$ cat src/rtl/adc_pkg.sv
// adc_pkg: state encoding, acquisition modes and default widths
// shared by the ADC sample sequencer and its clock divider.
package adc_pkg;

    typedef enum logic [1:0] {
        ST_IDLE     = 2'd0,
        ST_RUN      = 2'd1,
        ST_STOPPING = 2'd2
    } state_t;

    localparam logic MODE_CONT  = 1'b0;
    localparam logic MODE_BURST = 1'b1;

    localparam int DIV_W_DEF = 14;
    localparam int BL_W_DEF  = 16;

endpackage

$ cat src/rtl/adc_clk_div.sv
// adc_clk_div: half-period counter and registered toggle flop that
// produce adc_clk plus look-ahead rise/fall strobes for the sequencer.
module adc_clk_div
    import adc_pkg::*;
#(
    parameter int DIV_W = DIV_W_DEF
) (
    input  logic             clk,
    input  logic             rst,
    input  logic             en,
    input  logic [DIV_W-1:0] half,
    input  logic             no_rise,
    output logic             adc_clk,
    output logic             rise_pulse,
    output logic             fall_pulse
);

    logic [DIV_W-1:0] cnt;
    logic             tick;

    assign tick       = en && (cnt == half);
    assign rise_pulse = tick && !adc_clk && !no_rise;
    // While draining, a low-phase toggle point also ends the acquisition.
    assign fall_pulse = tick && (adc_clk || no_rise);

    always_ff @(posedge clk or negedge rst) begin
        if (!rst) begin
            cnt     <= '0;
            adc_clk <= 1'b0;
        end else if (!en) begin
            cnt     <= '0;
            adc_clk <= 1'b0;
        end else if (tick) begin
            cnt     <= '0;
            adc_clk <= rise_pulse;
        end else begin
            cnt     <= cnt + DIV_W'(1);
        end
    end

endmodule

$ cat src/rtl/adc_sample_sequencer.sv
// adc_sample_sequencer: acquisition FSM, shadow registers, channel
// rotator and sample counter around the adc_clk divider.
module adc_sample_sequencer
    import adc_pkg::*;
#(
    parameter int DIV_W = DIV_W_DEF,
    parameter int NCH   = 4,
    parameter int CH_W  = 2,
    parameter int BL_W  = BL_W_DEF
) (
    input  logic             clk,
    input  logic             rst,
    input  logic             we,
    input  logic [DIV_W-1:0] bn,
    input  logic             mode,
    input  logic [BL_W-1:0]  burst_len,
    input  logic [NCH-1:0]   ch_en,
    input  logic             start,
    input  logic             stop,
    output logic             adc_clk,
    output logic             trigger,
    output logic [CH_W-1:0]  ch_sel,
    output logic             busy,
    output logic             done
);

    state_t           state, state_nxt;
    logic [DIV_W-1:0] bn_q, bn_p;
    logic             mode_q, mode_p;
    logic [BL_W-1:0]  burst_len_q, burst_len_p;
    logic [NCH-1:0]   ch_en_q, ch_en_p;
    logic             pend_vld;
    logic [BL_W-1:0]  smp_cnt, smp_inc, bl_eff;
    logic [CH_W-1:0]  first_ch, nxt_ch;
    logic             div_en, no_rise, rise_pulse, fall_pulse;
    logic             burst_last, go, fin;

    adc_clk_div #(.DIV_W(DIV_W)) u_div (
        .clk        (clk),
        .rst        (rst),
        .en         (div_en),
        .half       (bn_q),
        .no_rise    (no_rise),
        .adc_clk    (adc_clk),
        .rise_pulse (rise_pulse),
        .fall_pulse (fall_pulse)
    );

    assign smp_inc    = (&smp_cnt) ? smp_cnt : smp_cnt + BL_W'(1);
    assign bl_eff     = (burst_len_q == '0) ? BL_W'(1) : burst_len_q;
    assign burst_last = (mode_q == MODE_BURST) && rise_pulse
                        && (smp_inc >= bl_eff);

    // Descending scans so the nearest enabled channel wins.
    always_comb begin
        first_ch = '0;
        nxt_ch   = ch_sel;
        for (int i = NCH - 1; i >= 0; i--) begin
            if (ch_en_q[i]) first_ch = CH_W'(i);
        end
        for (int i = NCH - 1; i >= 1; i--) begin
            if (ch_en_q[(int'(ch_sel) + i) % NCH])
                nxt_ch = CH_W'((int'(ch_sel) + i) % NCH);
        end
    end

    always_ff @(posedge clk or negedge rst) begin
        if (!rst) state <= ST_IDLE;
        else      state <= state_nxt;
    end

    always_comb begin
        state_nxt = state;
        unique case (state)
            ST_IDLE:
                if (start && !stop && (ch_en_q != '0))
                    state_nxt = ST_RUN;
            ST_RUN:
                if (stop || burst_last) state_nxt = ST_STOPPING;
            ST_STOPPING:
                if (fall_pulse) state_nxt = ST_IDLE;
            default:
                state_nxt = ST_IDLE;
        endcase
    end

    always_comb begin
        busy    = (state != ST_IDLE);
        div_en  = (state != ST_IDLE);
        no_rise = (state == ST_STOPPING);
        go      = (state == ST_IDLE) && (state_nxt == ST_RUN);
        fin     = (state == ST_STOPPING) && fall_pulse;
    end

    always_ff @(posedge clk or negedge rst) begin
        if (!rst) begin
            trigger <= 1'b0;
            done    <= 1'b0;
            ch_sel  <= '0;
            smp_cnt <= '0;
        end else begin
            trigger <= rise_pulse;
            done    <= fin;
            if (go) begin
                ch_sel  <= first_ch;
                smp_cnt <= '0;
            end else begin
                if ((state == ST_RUN) && fall_pulse) ch_sel <= nxt_ch;
                if (rise_pulse) smp_cnt <= smp_inc;
            end
        end
    end

    // Writes during acquisition wait for a falling toggle so a
    // half-period is never cut short or stretched.
    always_ff @(posedge clk or negedge rst) begin
        if (!rst) begin
            bn_q        <= '0;
            mode_q      <= MODE_CONT;
            burst_len_q <= BL_W'(1);
            ch_en_q     <= NCH'(1);
            pend_vld    <= 1'b0;
            bn_p        <= '0;
            mode_p      <= MODE_CONT;
            burst_len_p <= '0;
            ch_en_p     <= '0;
        end else if (state == ST_IDLE) begin
            pend_vld <= 1'b0;
            if (we) begin
                bn_q        <= bn;
                mode_q      <= mode;
                burst_len_q <= burst_len;
                ch_en_q     <= ch_en;
            end else if (pend_vld) begin
                bn_q        <= bn_p;
                mode_q      <= mode_p;
                burst_len_q <= burst_len_p;
                ch_en_q     <= ch_en_p;
            end
        end else begin
            if (fall_pulse && pend_vld) begin
                bn_q        <= bn_p;
                mode_q      <= mode_p;
                burst_len_q <= burst_len_p;
                ch_en_q     <= ch_en_p;
                pend_vld    <= 1'b0;
            end
            if (we) begin
                bn_p        <= bn;
                mode_p      <= mode;
                burst_len_p <= burst_len;
                ch_en_p     <= ch_en;
                pend_vld    <= 1'b1;
            end
        end
    end

endmodule
$ cat config.mk
export PLATFORM = sky130hd
export DESIGN_NAME = adc_sample_sequencer
export DESIGN_NICKNAME = d
export VERILOG_FILES = /design/src/rtl/adc_pkg.sv /design/src/rtl/adc_clk_div.sv /design/src/rtl/adc_sample_sequencer.sv
export SDC_FILE = /design/constraint.sdc
export NUM_CORES = 1
export LEC_CHECK = 0
export ABC_AREA = 1
export BUFFER_PORTS_ARGS = -buffer_cell sky130_fd_sc_hd__buf_2
export CORE_ASPECT_RATIO = 0.7
export CORE_UTILIZATION = 61
export DETAILED_ROUTE_END_ITERATION = 10
export PLACE_DENSITY = 0.81
export SLEW_MARGIN = 10
export SYNTH_ARGS = -nofsm -noshare
export SYNTH_HDL_FRONTEND = slang
export SYNTH_SLANG_ARGS = --single-unit
$ cat constraint.sdc
create_clock -name clk -period 2.8 [get_ports clk]
set_clock_uncertainty 0.15 [all_clocks]
set_input_delay 0.28 -clock clk [delete_from_list [all_inputs] [get_ports clk]]
set_output_delay 0.28 -clock clk [all_outputs]
set_load 0.02 [all_outputs]
Yosys cells after proc, flatten, opt, wreduce, memory -nomap -nowiden:

Index checks and enable logic that the tools add are counted.

* bits in registers: 108
* latch bits: 0
* RAM bits: 0
* ROM bits: 0
* bits of input ports: 40
* output and inout port bits: 6
* word-level logic and storage cells: 117
* memories: 0

* add/subtract/negate cells: 5
* multipliers: 0
* div/mod/pow operators: 0
* $lt $le $gt $ge: 4
* eq/ne operators: 6
* shift operators: 0
* muxes and demuxes: 49
* bitwise logic cells: 4
* reduce and logical (&&, ||, !) cells: 33

Operator list (count)
* $mux W16: 8
* $mux W14: 6
* $mux W2: 12
* $add A16 B1 Y16 const B: 1
* $ge A16 B16 Y1: 1
* $logic_not A16 Y1: 1
* $mux W4: 4
* $reduce_and A16 Y1: 1
* $mux W1: 15
* $add A14 B1 Y14 const B: 1
* $eq A14 B14 Y1: 1
* $logic_and A1 B1 Y1: 12
* $lt A3 B4 Y1 const B: 3
* $reduce_bool A2 Y1: 4
* $reduce_bool A4 Y1: 2
* $bmux W1 S2: 3
* $pmux W2 S3: 1
* $reduce_and A2 Y1: 3
* $reduce_or A2 Y1: 3
* $add A2 B2 Y2 const B: 2
* $eq A2 B1 Y1 const B: 2
* $and A1 B1 Y1 const A: 3
* $logic_not A1 Y1: 3
* $ne A3 B3 Y1 const B: 1
* other kinds (7): 8

Depth between registers and ports, before layout:

* depth after elaboration: 13
* gate-level depth with buffers: 19
* gate-level depth less buffers: 19

Cells and area by module:

A second synthesis with hierarchy kept.

* cells, all modules: 755
* area total of the unflattened synthesis: 6112.1 um^2

Modules (own cells, without submodules)
* adc_sample_sequencer: times used 1, cells each 584, area an instance 5017.3 um^2
* adc_clk_div: times used 1, cells each 171, area an instance 1094.8 um^2

Least setup slack after synthesis:

OpenSTA, ideal clock, no wires.

* path kind: flip-flop to flip-flop
* start point: register smp_cnt[0]
* end point: register state[1]
* library setup time: 116 ps
* data arrival time: 2193 ps
* setup slack: 341 ps
* cell stages (with the launch flop): 18
* cell sequence: dfrtp_1 ha_1 nand3_1 nor2_1 nand4_1 inv_1 a21oi_1 inv_1 ha_1 a21o_1 nor2_1 nand4_1 nand3_1 nand2_1 nand3_1 nand2_1 nand2_1 nand2_1

* word-level cells in the longest chain between the ends: 7

RTL lines
* start: declaration: RTL line adc_sample_sequencer.sv:33 `logic [BL_W-1:0] smp_cnt, smp_inc, bl_eff;`
* start signal: assignment: RTL line adc_sample_sequencer.sv:109 `if (rise_pulse) smp_cnt <= smp_inc;`
* $add A16 B1 Y16 or $reduce_and A16 Y1 (tied branches): RTL line adc_sample_sequencer.sv:49 `assign smp_inc = (&smp_cnt) ? smp_cnt : smp_cnt + BL_W'(1);`
* $mux W16 *: RTL line adc_sample_sequencer.sv:49
* $ge A16 B16 Y1 *: RTL line adc_sample_sequencer.sv:52 `&& (smp_inc >= bl_eff);`
* $logic_and A1 B1 Y1 *: RTL line adc_sample_sequencer.sv:52
* $logic_or A1 B1 Y1 *: RTL line adc_sample_sequencer.sv:79 `if (stop || burst_last) state_nxt = ST_STOPPING;`
* $mux W2 *: RTL line adc_sample_sequencer.sv:79
* $pmux W2 S3 *: RTL line adc_sample_sequencer.sv:74 `unique case (state)`
* net state_nxt[1]: RTL line adc_sample_sequencer.sv:27 `state_t state, state_nxt;`
* end signal: assignment: RTL line adc_sample_sequencer.sv:69 `else state <= state_nxt;`
* end: declaration: RTL line adc_sample_sequencer.sv:27

The timed path passes the listed nets; every way through them passes the cells marked *.
A chain may end at the register's enable or synchronous reset.

Final worst setup path:

* start point: register smp_cnt[1]
* end point: register state[1]

The elaborated chain is that of the path after synthesis.

==> results.md <==
* Number of synthesis warnings at 0
* Pleak at 3.62 nW
* Hold Crit Depth at 3
* ANT cells at 0
* Setup TNS at 0 ps
* Final worst slack at roughly 53 ps
* Gate power share at 0.429
* Total grt overflow at 0
* Vias per cell at 5.52
* Routed wire length per instance at approximately 14 um
* Reg power frac at 0.372
* Startpoint Class: flop
* Register bit count reported by yosys at roughly 110
* CTS Buf Count at 9
* DPL Wire Length at 10.3 mm
* CTS tree: yes
* Post-synthesis cell count at roughly 840
* Bufs on Longest Clock Path at 2
* Fin Hold WS at approximately 40 ps
* Final wirelength at 14.8 mm
* Register area at 2710 um^2
* Core ar. at 9760 um^2
* Worst min-delay path category: input pin to flop
* Pwr Total at 0.00652 W
* DRT Pass-1 Iters at 5
* Initial antenna violation count at 0
* Syn Nets at 900
* Multi-input logic area at 2910 um^2
* Switching power at 0.00273 W
* Total Nets Final at 949
* Die Area at 10500 um^2
* Number of max-cap violations at 0
* Routed Antenna Nets at 0
* Cell taking the most area after synthesis: dfrtp_1
* Distinct cell type count after synthesis at 35
* Worst R2R Path Depth at 15
* Actual slew at the worst max-slew pin at 605 ps
* Post-synthesis sequential area ratio at 0.440
* Clk network pwr share at 0.198
* Critical Path Sink Type: flop
* Ratio of cells with drive above 1 in the final layout at 0.157
* Placer Congestion at 0.943
* Most frequent cells in the layout: nand2_1, inv_1, dfrtp_1, o21ai_0, nor2_1
* Initial DRC count at 531
* Kind of critical path: flop to flop
* CP max FO at 6
* Die Wd at roughly 120 um
* Fin crit share at 0.981
* H-tree depth at 3
* PD cells at 934 nW/um^2
* Outcome: completed
* IO buf count at 45
* Share of the synthesized area in the top cell type at 0.431
* Drt drc at 0
* Clock Root Buffer: clkbuf_16
* Largest net degree at the start of global routing at about 110
* Total Routing Usage GR at 0.305
* Final Hold Violating Endpoints at 0
* Area Growth Syn to Fin at 13.4%
* Rows at 30
* Initial Util at 0.631
* Mapped cell area at between 6000 and 7000 um^2
* Layout filler cell count at slightly below 800
* Vias in the first global route at 5107
* Main area contributors after synthesis: dfrtp_1, nand2_1, inv_1
* Min Tclk post-route at 2750 ps
* Non-filler cells, final at 1024
* Final Setup Violations at 0
* Clk Latency, worst-skew pair at ~350 ps
* Clock Pin Slew Worst Setup and Hold Paths at around 70 ps
* Rel. slew slack at 0.596
* Worst path arrival time at 2840 ps
* Clock Sinks at roughly 110
* FMAX at 364 MHz
* First-pass GRT wire length at 24.7 mm
* Place WS at slightly below 80 ps
* Worst path required time at 2900 ps
* Vias at 5652
* Switch share at 0.418
* Cell internal pwr at 0.00379 W
* Io pins at 46
* Die H at 86.0 um
* Commonest non-fill, non-tap cell in the layout: nand2_1
* IR Drop Worst-Case VDD at 0.484 mV
* Post-Syn Area per Cell at 7.31 um^2
* Max Slew Vio Count at 0
* Post-Place Cells at 1000
stage by stage:
stage,util,area (um^2)
floorplan,-,6150
global placement,0.669,6530
detailed placement,0.669,6530
CTS,0.701,6840
global route,0.715,6980
finish,0.715,6980
kinds of logic (layout without fill, tap and decap cells):
group                      Yosys count  after routing  synth area share
DFF                                108            108             0.440
AOI/OAI and AO/OA                  159            159             0.148
xor gates and xnor gates             9              9            0.0128
and+or+nand+nor                    394            394             0.262
buffers and inverters              154            208             0.101
adders and majority gates           18             18            0.0366
layer usage:
layer  routed length [um]  GRT usage  vias up
met5                    0          0        -
met4                  240     0.0754        0
met3                 1280     0.0592       39
met2                 6030      0.420      268
met1                 7220      0.487     2573
li1                     -          -     2772
path summary, 6_finish.rpt:
kind,startpoint,endpoint,slack [ps]
worst min register to register,burst_len_p[7],burst_len_p[7],340
worst max-delay path,smp_cnt[1],state[1],50
min in group asynchronous,rst,u_div.cnt[10],360
worst max register to register,smp_cnt[1],state[1],50
max in group asynchronous,rst,smp_cnt[2],1620
worst min-delay path,ch_en[3],ch_en_p[3],40
power groups by stage:
stage | clock network (W) | registers (W) | logic (W)
after global routing | 0.00137 | 0.00249 | 0.00322
after floorplan | 0 | 0.00237 | 0.00211
final | 0.00129 | 0.00243 | 0.00280
after global placement | 0 | 0.00241 | 0.00260
after CTS | 0.00131 | 0.00242 | 0.00274
after detailed placement | 0 | 0.00244 | 0.00272
synth_stat cells:
cell and count:
nor4_1 1, inv_1 120, or2_2 2, a21o_1 2, nor3b_1 1, buf_6 4, nand3_1 34, a211oi_1 2
clkbuf_4 1, nor3_1 15, dfrtp_1 106, o21ai_1 6, o41ai_1 1, a21oi_1 31, o31ai_1 1, a31oi_1 2
nand2_4 1, buf_1 1, and2_1 1, nor2_2 2, buf_2 5, dfstp_2 2, xnor2_1 2, nand4_1 17
o21ai_2 26, clkinv_1 1, inv_2 5, nand2_2 1, clkbuf_1 16, xor2_1 7, ha_1 18, o21ai_0 88
nor2_1 53, buf_4 1, nand2_1 266
worst max-delay path, cell delays in order (launching register included):
cell     delay, ps
dfrtp_1        380
ha_2           200
nand3_2        140
nor2_2         170
nand4_1        240
buf_6          220
nand3_1        120
ha_1           260
a21oi_1        170
o21ai_0        110
nor2_1         150
nand2_1        110
nand3_2         80
nand2_1         50
nand2_1         50
nand2_1         50
sequential cells by signal (all words and copies together) (netlist names):
register       cells
pend_vld           1
trigger            1
ch_en_p            4
mode_p             1
ch_sel             2
u_div.cnt         14
bn_p              14
mode_q             1
ch_en_q            4
done               1
bn_q              14
burst_len_q       16
state              2
u_div.adc_clk      1
burst_len_p       16
smp_cnt           16
final cells by class:
class,instances,area share
Multi-Input combinational cell,580,0.417
Sequential cell,108,0.388
Inverter,126,0.0678
Timing Repair Buffer,66,0.0612
Clock buffer,10,0.0328
Tap cell,128,0.0230
Clock inverter,6,0.0102
timing repair:
action,in CTS,in global routing
resized for setup,0,25
endpoints found under the hold margin,106,0
hold buffers,1,0
setup endpoints to repair,0,2
buffers inserted,0,6
No activity file was read; power rests on OpenSTA's default activity.
